### src/rtl/onehot_mask_decoder.sv
`default_nettype none
// ============================================================================
//  Module      : onehot_mask_decoder
//  Description : Streaming index-to-mask decoder. Each accepted beat carries a
//                binary bit index; the decoded one-hot bits are ORed into an
//                accumulator, and the beat flagged last_i publishes the rebuilt
//                mask (plus duplicate / out-of-range flags) on a registered
//                valid/ready output.
//  Revision    : 1.0 - initial release
// ============================================================================
module onehot_mask_decoder #(
  parameter  int DATA_WIDTH = 8,
  localparam int IW         = $clog2(DATA_WIDTH)
) (
  input  logic                  clk_i,
  input  logic                  rst_n_i,
  input  logic [IW-1:0]         data_i,
  input  logic                  valid_i,
  input  logic                  last_i,
  output logic                  ready_o,
  output logic [DATA_WIDTH-1:0] data_o,
  output logic                  valid_o,
  input  logic                  ready_i,
  output logic                  dup_o,
  output logic                  range_err_o
);

  // DATA_WIDTH always fits in IW+1 bits, so indices are compared one bit wider
  // to catch values >= DATA_WIDTH when the width is not a power of two.
  localparam logic [IW:0] c_WIDTH = (IW+1)'(DATA_WIDTH);

  logic [DATA_WIDTH-1:0] acc_q, acc_d;
  logic                  dup_acc_q, dup_acc_d;
  logic                  rerr_acc_q, rerr_acc_d;
  logic [DATA_WIDTH-1:0] data_q, data_d;
  logic                  dup_q, dup_d;
  logic                  rerr_q, rerr_d;
  logic                  valid_q, valid_d;
  logic                  alive_q;

  logic [IW:0]           w_index;
  logic [DATA_WIDTH-1:0] w_onehot;
  logic                  w_in_range;
  logic                  w_hit;
  logic [DATA_WIDTH-1:0] w_next;
  logic                  w_dup_next;
  logic                  w_rerr_next;
  logic                  w_accept;

  assign w_index = {1'b0, data_i};

  // Out-of-range indices match no decoder output, so they leave the mask alone.
  generate
    for (genvar g = 0; g < DATA_WIDTH; g++) begin : g_decode
      assign w_onehot[g] = (w_index == (IW+1)'(g));
    end
  endgenerate

  assign w_in_range  = (w_index < c_WIDTH);
  assign w_hit       = |(acc_q & w_onehot);
  assign w_next      = acc_q | w_onehot;
  assign w_dup_next  = dup_acc_q | w_hit;
  assign w_rerr_next = rerr_acc_q | ~w_in_range;

  // Input is accepted only when the output slot is free or draining this cycle;
  // this leaves a deliberate combinational path from ready_i to ready_o.
  assign ready_o  = alive_q & (~valid_q | ready_i);
  assign w_accept = valid_i & ready_o;

  assign data_o      = data_q;
  assign valid_o     = valid_q;
  assign dup_o       = dup_q;
  assign range_err_o = rerr_q;

  // Next-state: accumulate on non-last beats, publish and clear on last beats.
  always_comb begin
    acc_d      = acc_q;
    dup_acc_d  = dup_acc_q;
    rerr_acc_d = rerr_acc_q;
    data_d     = data_q;
    dup_d      = dup_q;
    rerr_d     = rerr_q;
    valid_d    = valid_q;

    if (valid_q && ready_i) begin
      valid_d = 1'b0;
    end

    if (w_accept) begin
      if (last_i) begin
        data_d     = w_next;
        dup_d      = w_dup_next;
        rerr_d     = w_rerr_next;
        valid_d    = 1'b1;
        acc_d      = '0;
        dup_acc_d  = 1'b0;
        rerr_acc_d = 1'b0;
      end else begin
        acc_d      = w_next;
        dup_acc_d  = w_dup_next;
        rerr_acc_d = w_rerr_next;
      end
    end
  end

  // State registers; reset discards any partial mask and pending output.
  always_ff @(posedge clk_i or negedge rst_n_i) begin
    if (!rst_n_i) begin
      acc_q      <= '0;
      dup_acc_q  <= 1'b0;
      rerr_acc_q <= 1'b0;
      data_q     <= '0;
      dup_q      <= 1'b0;
      rerr_q     <= 1'b0;
      valid_q    <= 1'b0;
      alive_q    <= 1'b0;
    end else begin
      acc_q      <= acc_d;
      dup_acc_q  <= dup_acc_d;
      rerr_acc_q <= rerr_acc_d;
      data_q     <= data_d;
      dup_q      <= dup_d;
      rerr_q     <= rerr_d;
      valid_q    <= valid_d;
      alive_q    <= 1'b1;
    end
  end

endmodule
`default_nettype wire

### config.mk
export PLATFORM = sky130hd
export DESIGN_NAME = onehot_mask_decoder
export DESIGN_NICKNAME = d
export VERILOG_FILES = /design/src/rtl/onehot_mask_decoder.sv
export SDC_FILE = /design/constraint.sdc
export NUM_CORES = 1
export LEC_CHECK = 0
export ABC_AREA = 0
export BUFFER_PORTS_ARGS = -buffer_cell sky130_fd_sc_hd__clkbuf_2
export CAP_MARGIN = 20
export CORE_MARGIN = 2
export CORE_UTILIZATION = 51
export DETAILED_ROUTE_END_ITERATION = 8
export PLACE_DENSITY = 0.72
export SYNTH_ARGS = -nofsm -noshare
export SYNTH_HDL_FRONTEND = slang
export SYNTH_SLANG_ARGS = --single-unit
### constraint.sdc
create_clock -name clk_i -period 4 [get_ports clk_i]
set_input_delay 0.4 -clock clk_i [delete_from_list [all_inputs] [get_ports clk_i]]
set_output_delay 0.4 -clock clk_i [all_outputs]
set_load 0.005 [all_outputs]
==> results.md, run 1 <==
* Outcome: finished, final reports clean
* IO Count at 20
* Layout cells sized above 1 at 0.267
* EDFF count, synth at 0
* Normalized max-slew margin at 0.517
* Syn. warnings at 0
* Hold buffer count at CTS at 0
* Diodes inserted at 0
* IO buf count at 18
* Seq/Total Area, Yosys at 0.515
* FFs w/ async S/R, synth at 1.00
* Final count of hold timing violations at 0
* First-iteration detailed-routing DRC count at 15
* TritonCTS Sinks at 20
* Clk root buf: clkbuf_4
* Clock transition at path regs at 0.11 ns
* Synth Instances at 92
* FF/Latch Area at 500 µm²
* CP Launch Type: register
* Clock Latency Late Sink at 0.29 ns
* Post-CTS Setup Bufs at 0
* Area Overhead vs Synth at 9.41%
* CTS resizes at 0
* Crit Path Category: register to output pin
* Cell taking the most area after synthesis: dfrtp_1
* Crit path capture type: output pin
* Fillers at 172
* Nets at 114
* Initial antenna violation count at 0
* Setup violations, final at 0
* Crit-path max FO at 21
* Ys flop type: dfrtp_1
* Pre-antenna DRT Iters at 3
* Pwr per Cell Area at 446 mW/mm²
* Worst VDD drop at 0.232 mV
* Top cells by area, synth: dfrtp_1 52%, a41oi_1 8.1%, a21oi_1 7.7%, a31oi_1 5.8%, nor2_1 3.5%
* Post-Syn Area at 971 µm²
* Syn avg cell area at 10.6 µm²
* FF+latch count, synth at 20
* RSZ-0062 raised after global routing: false
* Rows at 15
* Final worst path period share at 0.484
* Hold Slack at 0.0333 ns
* Initial Utilization at 0.550
* Max Cap Viol at 0
* Post-Syn Nets at 100
* GRT overflow at 0
* Core area at 0.00176 mm²
* H-tree level count at 1
* Clock buffer count from CTS at 3
* Worst hold path type: input pin to asynchronous set/reset pin
* CTS tree: done
* Remaining antenna violation count at 0
* Lkg Pwr at 0.000488 µW
* DP HPWL at 1.24 mm
* Multi-input gate area at 397 µm²
* Slew Limit Fails at 0
* Setup_tns at 0 ns
* Drt drc at 0
* Largest net degree at the start of global routing at 22
* Final GP Congestion at 0.758
* Vias in the first global route at 664
* Count of different cell masters after synthesis at 24
* Max Clk Rate at 0.516 GHz
* Clk_skew at 0.00477 ns
* Arrival time at the worst endpoint at 1.54 ns
* DRT Wirelength at 1.81 mm
* CP required at 3.60 ns
* Die Wd at 47.6 µm
* Die area at 0.00227 mm²
* Clock Path Buffers at 2
* Via/cell ratio at 5.60
* Yosys top cell area share at 0.515
* Global-route wire length before repair at 2.94 mm
* Min Tclk post-route at 1.94 ns
* WL/cell at 13.9 µm
* Die height at 47.6 µm
* Slew @ Worst Pin at 0.724 ns
* Total track usage at 0.190
* Total number of vias at 728
[power by group]
group / switching (µW) / internal [µW] / leakage, µW
logic: 53.2 / 51.4 / 0.000218
registers: 20.3 / 236 / 0.000249
clock network: 58.1 / 55.4 / 0.0000210
[layer usage]
metal | routed length [µm] | global-route usage | part of all wire | vias up
li1 | - | - | - | 365
met1 | 860 | 0.248 | 0.48 | 347
met2 | 871 | 0.300 | 0.48 | 14
met3 | 60 | 0.0491 | 0.033 | 2
met4 | 14 | 0.0811 | 0.0078 | 0
met5 | 0 | 0 | 0 | -
[critical path: stages (launching register included)]
cell	delay, ns
dfrtp_1	0.39
nand2b_1	0.52
and2_1	0.22
clkbuf_2	0.11
[Yosys cell counts, types with 2 or more instances]
library cell,count
conb_1,2
and2_1,2
clkbuf_1,2
buf_2,2
a41oi_1,9
buf_4,2
a31oi_1,9
nor2b_1,2
nand3_1,2
buf_6,3
nor2_1,9
mux2_2,2
nand2_1,2
a21oi_1,15
dfrtp_1,20
[cell families (layout without fill, tap and decap cells)]
kind of cell | count (synthesis) | count (layout) | share of synthesized area
buffers and inverters | 11 | 24 | 0.0760
AO/OA/AOI/OAI | 35 | 35 | 0.233
multiplexers | 4 | 4 | 0.0618
flip-flops | 20 | 20 | 0.515
other | 2 | 2 | 0.00773
AND/OR/NAND/NOR | 20 | 20 | 0.106
[per-stage QoR]
stage	std cells	utilization	total power (µW)	instance area, µm²	worst slack, ns
detailed placement	126	0.582	365	1030	2.11
global route	130	0.602	510	1060	1.94
CTS	130	0.602	479	1060	2.07
finish	130	0.602	474	1060	2.06
floorplan	92	-	326	971	2.65
global placement	126	0.582	364	1030	2.15
[worst paths after layout]
| check | from | to | slack, ns | cells after the start |
|---|---|---|---|---|
| hold / removal | rst_n_i | data_o[1] | 0.03 | 1 |
| max in group asynchronous | rst_n_i | acc_q[3] | 3.65 | 1 |
| setup reg to reg | valid_o | data_o[3] | 2.21 | 3 |
| setup / recovery | valid_o | ready_o | 2.06 | 3 |
| min in group clk_i | last_i | valid_o | 0.44 | 3 |
| hold reg to reg | data_o[3] | data_o[3] | 0.52 | 1 |
[layout by cell type, fill, tap and decap left out, drive strengths merged]
cell and count:
a21o 1, a41oi 9, conb 2, nand2b 1
mux2 3, clkinv 1, inv 1, and3 1
nand2 2, a21oi 15, clkbuf 22, nor2 9
and2 3, nor2b 2, a311oi 1, nand3 2
mux4 1, a31oi 9, dfrtp 20
[sequential cells by signal (all words and copies together), names as in the netlist]
signal     cells
acc_q          8
data_o         8
alive_q        1
dup_acc_q      1
dup_o          1
valid_o        1
[layout make-up]
type / count / share of cell area
timing repair buffer: 18 / 0.0848
multi-input combinational: 61 / 0.373
clock buffer: 4 / 0.0342
inverter: 2 / 0.00707
sequential: 20 / 0.471
tap: 25 / 0.0294
No activity file was read; power rests on OpenSTA's default activity.
==> run 2: changes to the inputs <==
--- a/config.mk
+++ b/config.mk
@@ -9,9 +9,9 @@
 export BUFFER_PORTS_ARGS = -buffer_cell sky130_fd_sc_hd__clkbuf_2
 export CAP_MARGIN = 20
 export CORE_MARGIN = 2
-export CORE_UTILIZATION = 51
+export CORE_UTILIZATION = 47
 export DETAILED_ROUTE_END_ITERATION = 8
-export PLACE_DENSITY = 0.72
+export PLACE_DENSITY = 0.7
 export SYNTH_ARGS = -nofsm -noshare
 export SYNTH_HDL_FRONTEND = slang
 export SYNTH_SLANG_ARGS = --single-unit
==> constraint.sdc (replaced) <==
create_clock -name clk_i -period 1.7 [get_ports clk_i]
set_input_delay 0.17 -clock clk_i [delete_from_list [all_inputs] [get_ports clk_i]]
set_output_delay 0.17 -clock clk_i [all_outputs]
set_load 0.005 [all_outputs]
==> results.md, run 2 (synthesis gave the netlist of run 1 again) <==
* IO buf count at 18 (unchanged)
* Hold_sp: last_i
* IO Count at 20 (unchanged)
* Hold buffer count at CTS at 1 (+1)
* Combinational power share at 0.221 (about the same)
* Crit-path max FO at 20 (-4.8%)
* Final worst slack at 0.239 ns (-1.82 ns)
* Area Overhead vs Synth at 11.5%
* GRT overflow at 0 (unchanged)
* Total number of vias at 784 (+7.7%)
* Reg power frac at 0.532 (-0.008)
* Final worst path period share at 0.860
* Outcome: finished, final reports clean
* Max Clk Rate at 0.684 GHz
* Remaining antenna violation count at 0 (unchanged)
* Die area at 0.00245 mm² (+7.8%)
* Post-CTS Setup Bufs at 0 (unchanged)
* Psw at 330 µW (+150%)
* Crit path capture type: output pin
* Min Tclk post-route at 1.46 ns
* WL/cell at 14.6 µm (+5.2%)
* Worst r2r src: alive_q
* Clk root buf: clkbuf_4
* Slowest cell on the critical path: dfrtp_1
* Layout cells sized above 1 at 0.271 (+0.00436)
* Global-route wire length before repair at 3.35 mm (+14%)
* Commonest non-fill, non-tap cells in the layout: 20 x dfrtp_1, 18 x clkbuf_2, 15 x a21oi_1
* Setup violations, final at 0 (unchanged)
* Worst R2R Path Depth at 3 (unchanged)
* Slew Limit Fails at 0 (unchanged)
* TritonCTS Sinks at 20 (unchanged)
* Setup Slack @ Placement at 0.329 ns (-1.78 ns)
* Via/cell ratio at 5.85 (+4.5%)
* DRT Wirelength at 1.96 mm (+8.4%)
* Core area at 0.00196 mm² (+11%)
* Clock power share at 0.246 (+0.007)
* Initial Utilization at 0.495 (-0.0555)
* First-iteration detailed-routing DRC count at 15 (unchanged)
* Nets at 116 (+1.8%)
* Clock buffer count from CTS at 3 (unchanged)
* Worst VDD drop at 0.547 mV (+140%)
* Crit path cell chain: nand2b_1, buf_4, and2_1, clkbuf_2
* Worst hold path type: input pin to register
* Finished Core Util at 0.552 (-0.0505)
* Clk_skew at 0.00589 ns (+0.00112 ns)
* Arrival time at the worst endpoint at 1.29 ns (-0.25 ns)
* Largest net degree at the start of global routing at 21 (-4.5%)
* CTS tree: done
* Die Wd at 49.5 µm (+3.8%)
* Final GP Congestion at 0.797 (+5.2%)
* H-tree level count at 1 (unchanged)
* Finished Cell Area at 0.00108 mm² (+1.9%)
* Commonest non-fill, non-tap cell in the layout: dfrtp_1
* Clock Path Buffers at 2 (unchanged)
* Post-DP Area at 0.00104 mm² (+0.98%)
* Crit Path Category: register to output pin
* Slowest stage delay, CP at 0.39 ns (-0.13 ns)
* Hold path cells at 3
* DP HPWL at 1.38 mm (+11%)
* Drt drc at 0 (unchanged)
* Post-route insts no fill at 134 (+3.1%)
* CP required at 1.53 ns (-2.07 ns)
* CTS resizes at 0 (unchanged)
* Initial antenna violation count at 0 (unchanged)
* Total track usage at 0.184 (-0.00606)
* P_int at 810 µW (+140%)
* Vias in the first global route at 744 (+12%)
* Pre-antenna DRT Iters at 4 (+1)
* Die height at 49.5 µm (+3.8%)
* RSZ-0062 raised after global routing: false
* Pwr per Cell Area at 1050 mW/mm² (+140%)
* Final count of hold timing violations at 0 (unchanged)
* Lkg Pwr at 0.000496 µW (+1.7%)
* Worst Setup SP: valid_o
* Max Cap Viol at 0 (unchanged)
* Setup_tns at 0 ns (unchanged)
* Rows at 16 (+1)
* CP Launch Type: register
* Clock Latency Late Sink at 0.31 ns (+0.02 ns)
* Diodes inserted at 0 (unchanged)
* Clock transition at path regs at 0.11 ns (about the same)
* Switch share at 0.290 (+0.0123)
* Post-Place Cells at 129 (+2.4%)
[run 2: cell types whose count changed in the layout (fill, tap and decap cells not counted), sizes merged]
cell / before / now
buf: 0 / 1
dlygate4sd3: 0 / 1
[run 2: layer usage]
layer / up-vias / global-route usage / wire [µm] / part of all wire
li1: 365 / - / - / -
met1: 384 / 0.219 / 817 / 0.42
met2: 30 / 0.311 / 971 / 0.50
met3: 5 / 0.0303 / 118 / 0.060
met4: 0 / 0.111 / 51 / 0.026
met5: - / 0 / 0 / 0
[run 2: stage by stage]
stage | hold WS (ns) | total power, µW
after floorplan | -0.126 | 766
after global placement | 0.144 | 861
after detailed placement | 0.154 | 869
after CTS | 0.191 | 1150
after global routing | 0.198 | 1210
final | 0.190 | 1140
[run 2: worst paths after layout]
kind,to,slack (ns)
hold reg to reg,acc_q[2],0.54
hold / removal,valid_o,0.19
min in group asynchronous,data_o[6],0.33
max in group asynchronous,acc_q[4],1.03
setup reg to reg,data_o[3],0.31
setup / recovery,ready_o,0.24
[run 2: layout make-up]
type	instances	area, µm²
inverters	2	7.51
well taps	27	33.8
flip-flops and latches	20	500
clock buffers	4	36.3
repair buffers	20	108
fillers	189	880
multi-input cells	61	397
[run 2: power by group through the flow]
stage | Clock (µW) | Sequential (µW) | Combinational (µW)
after floorplan | 0 | 610 | 156
after global placement | 0 | 613 | 248
after detailed placement | 0 | 616 | 253
after CTS | 284 | 607 | 255
after global routing | 302 | 617 | 286
final | 281 | 607 | 253
[run 2: critical path: cells and delay by family, from the launching register on]
kind / cells / cell delay, ns
buffers and inverters: 2 / 0.34
AND/OR/NAND/NOR: 2 / 0.25
flip-flops: 1 / 0.39
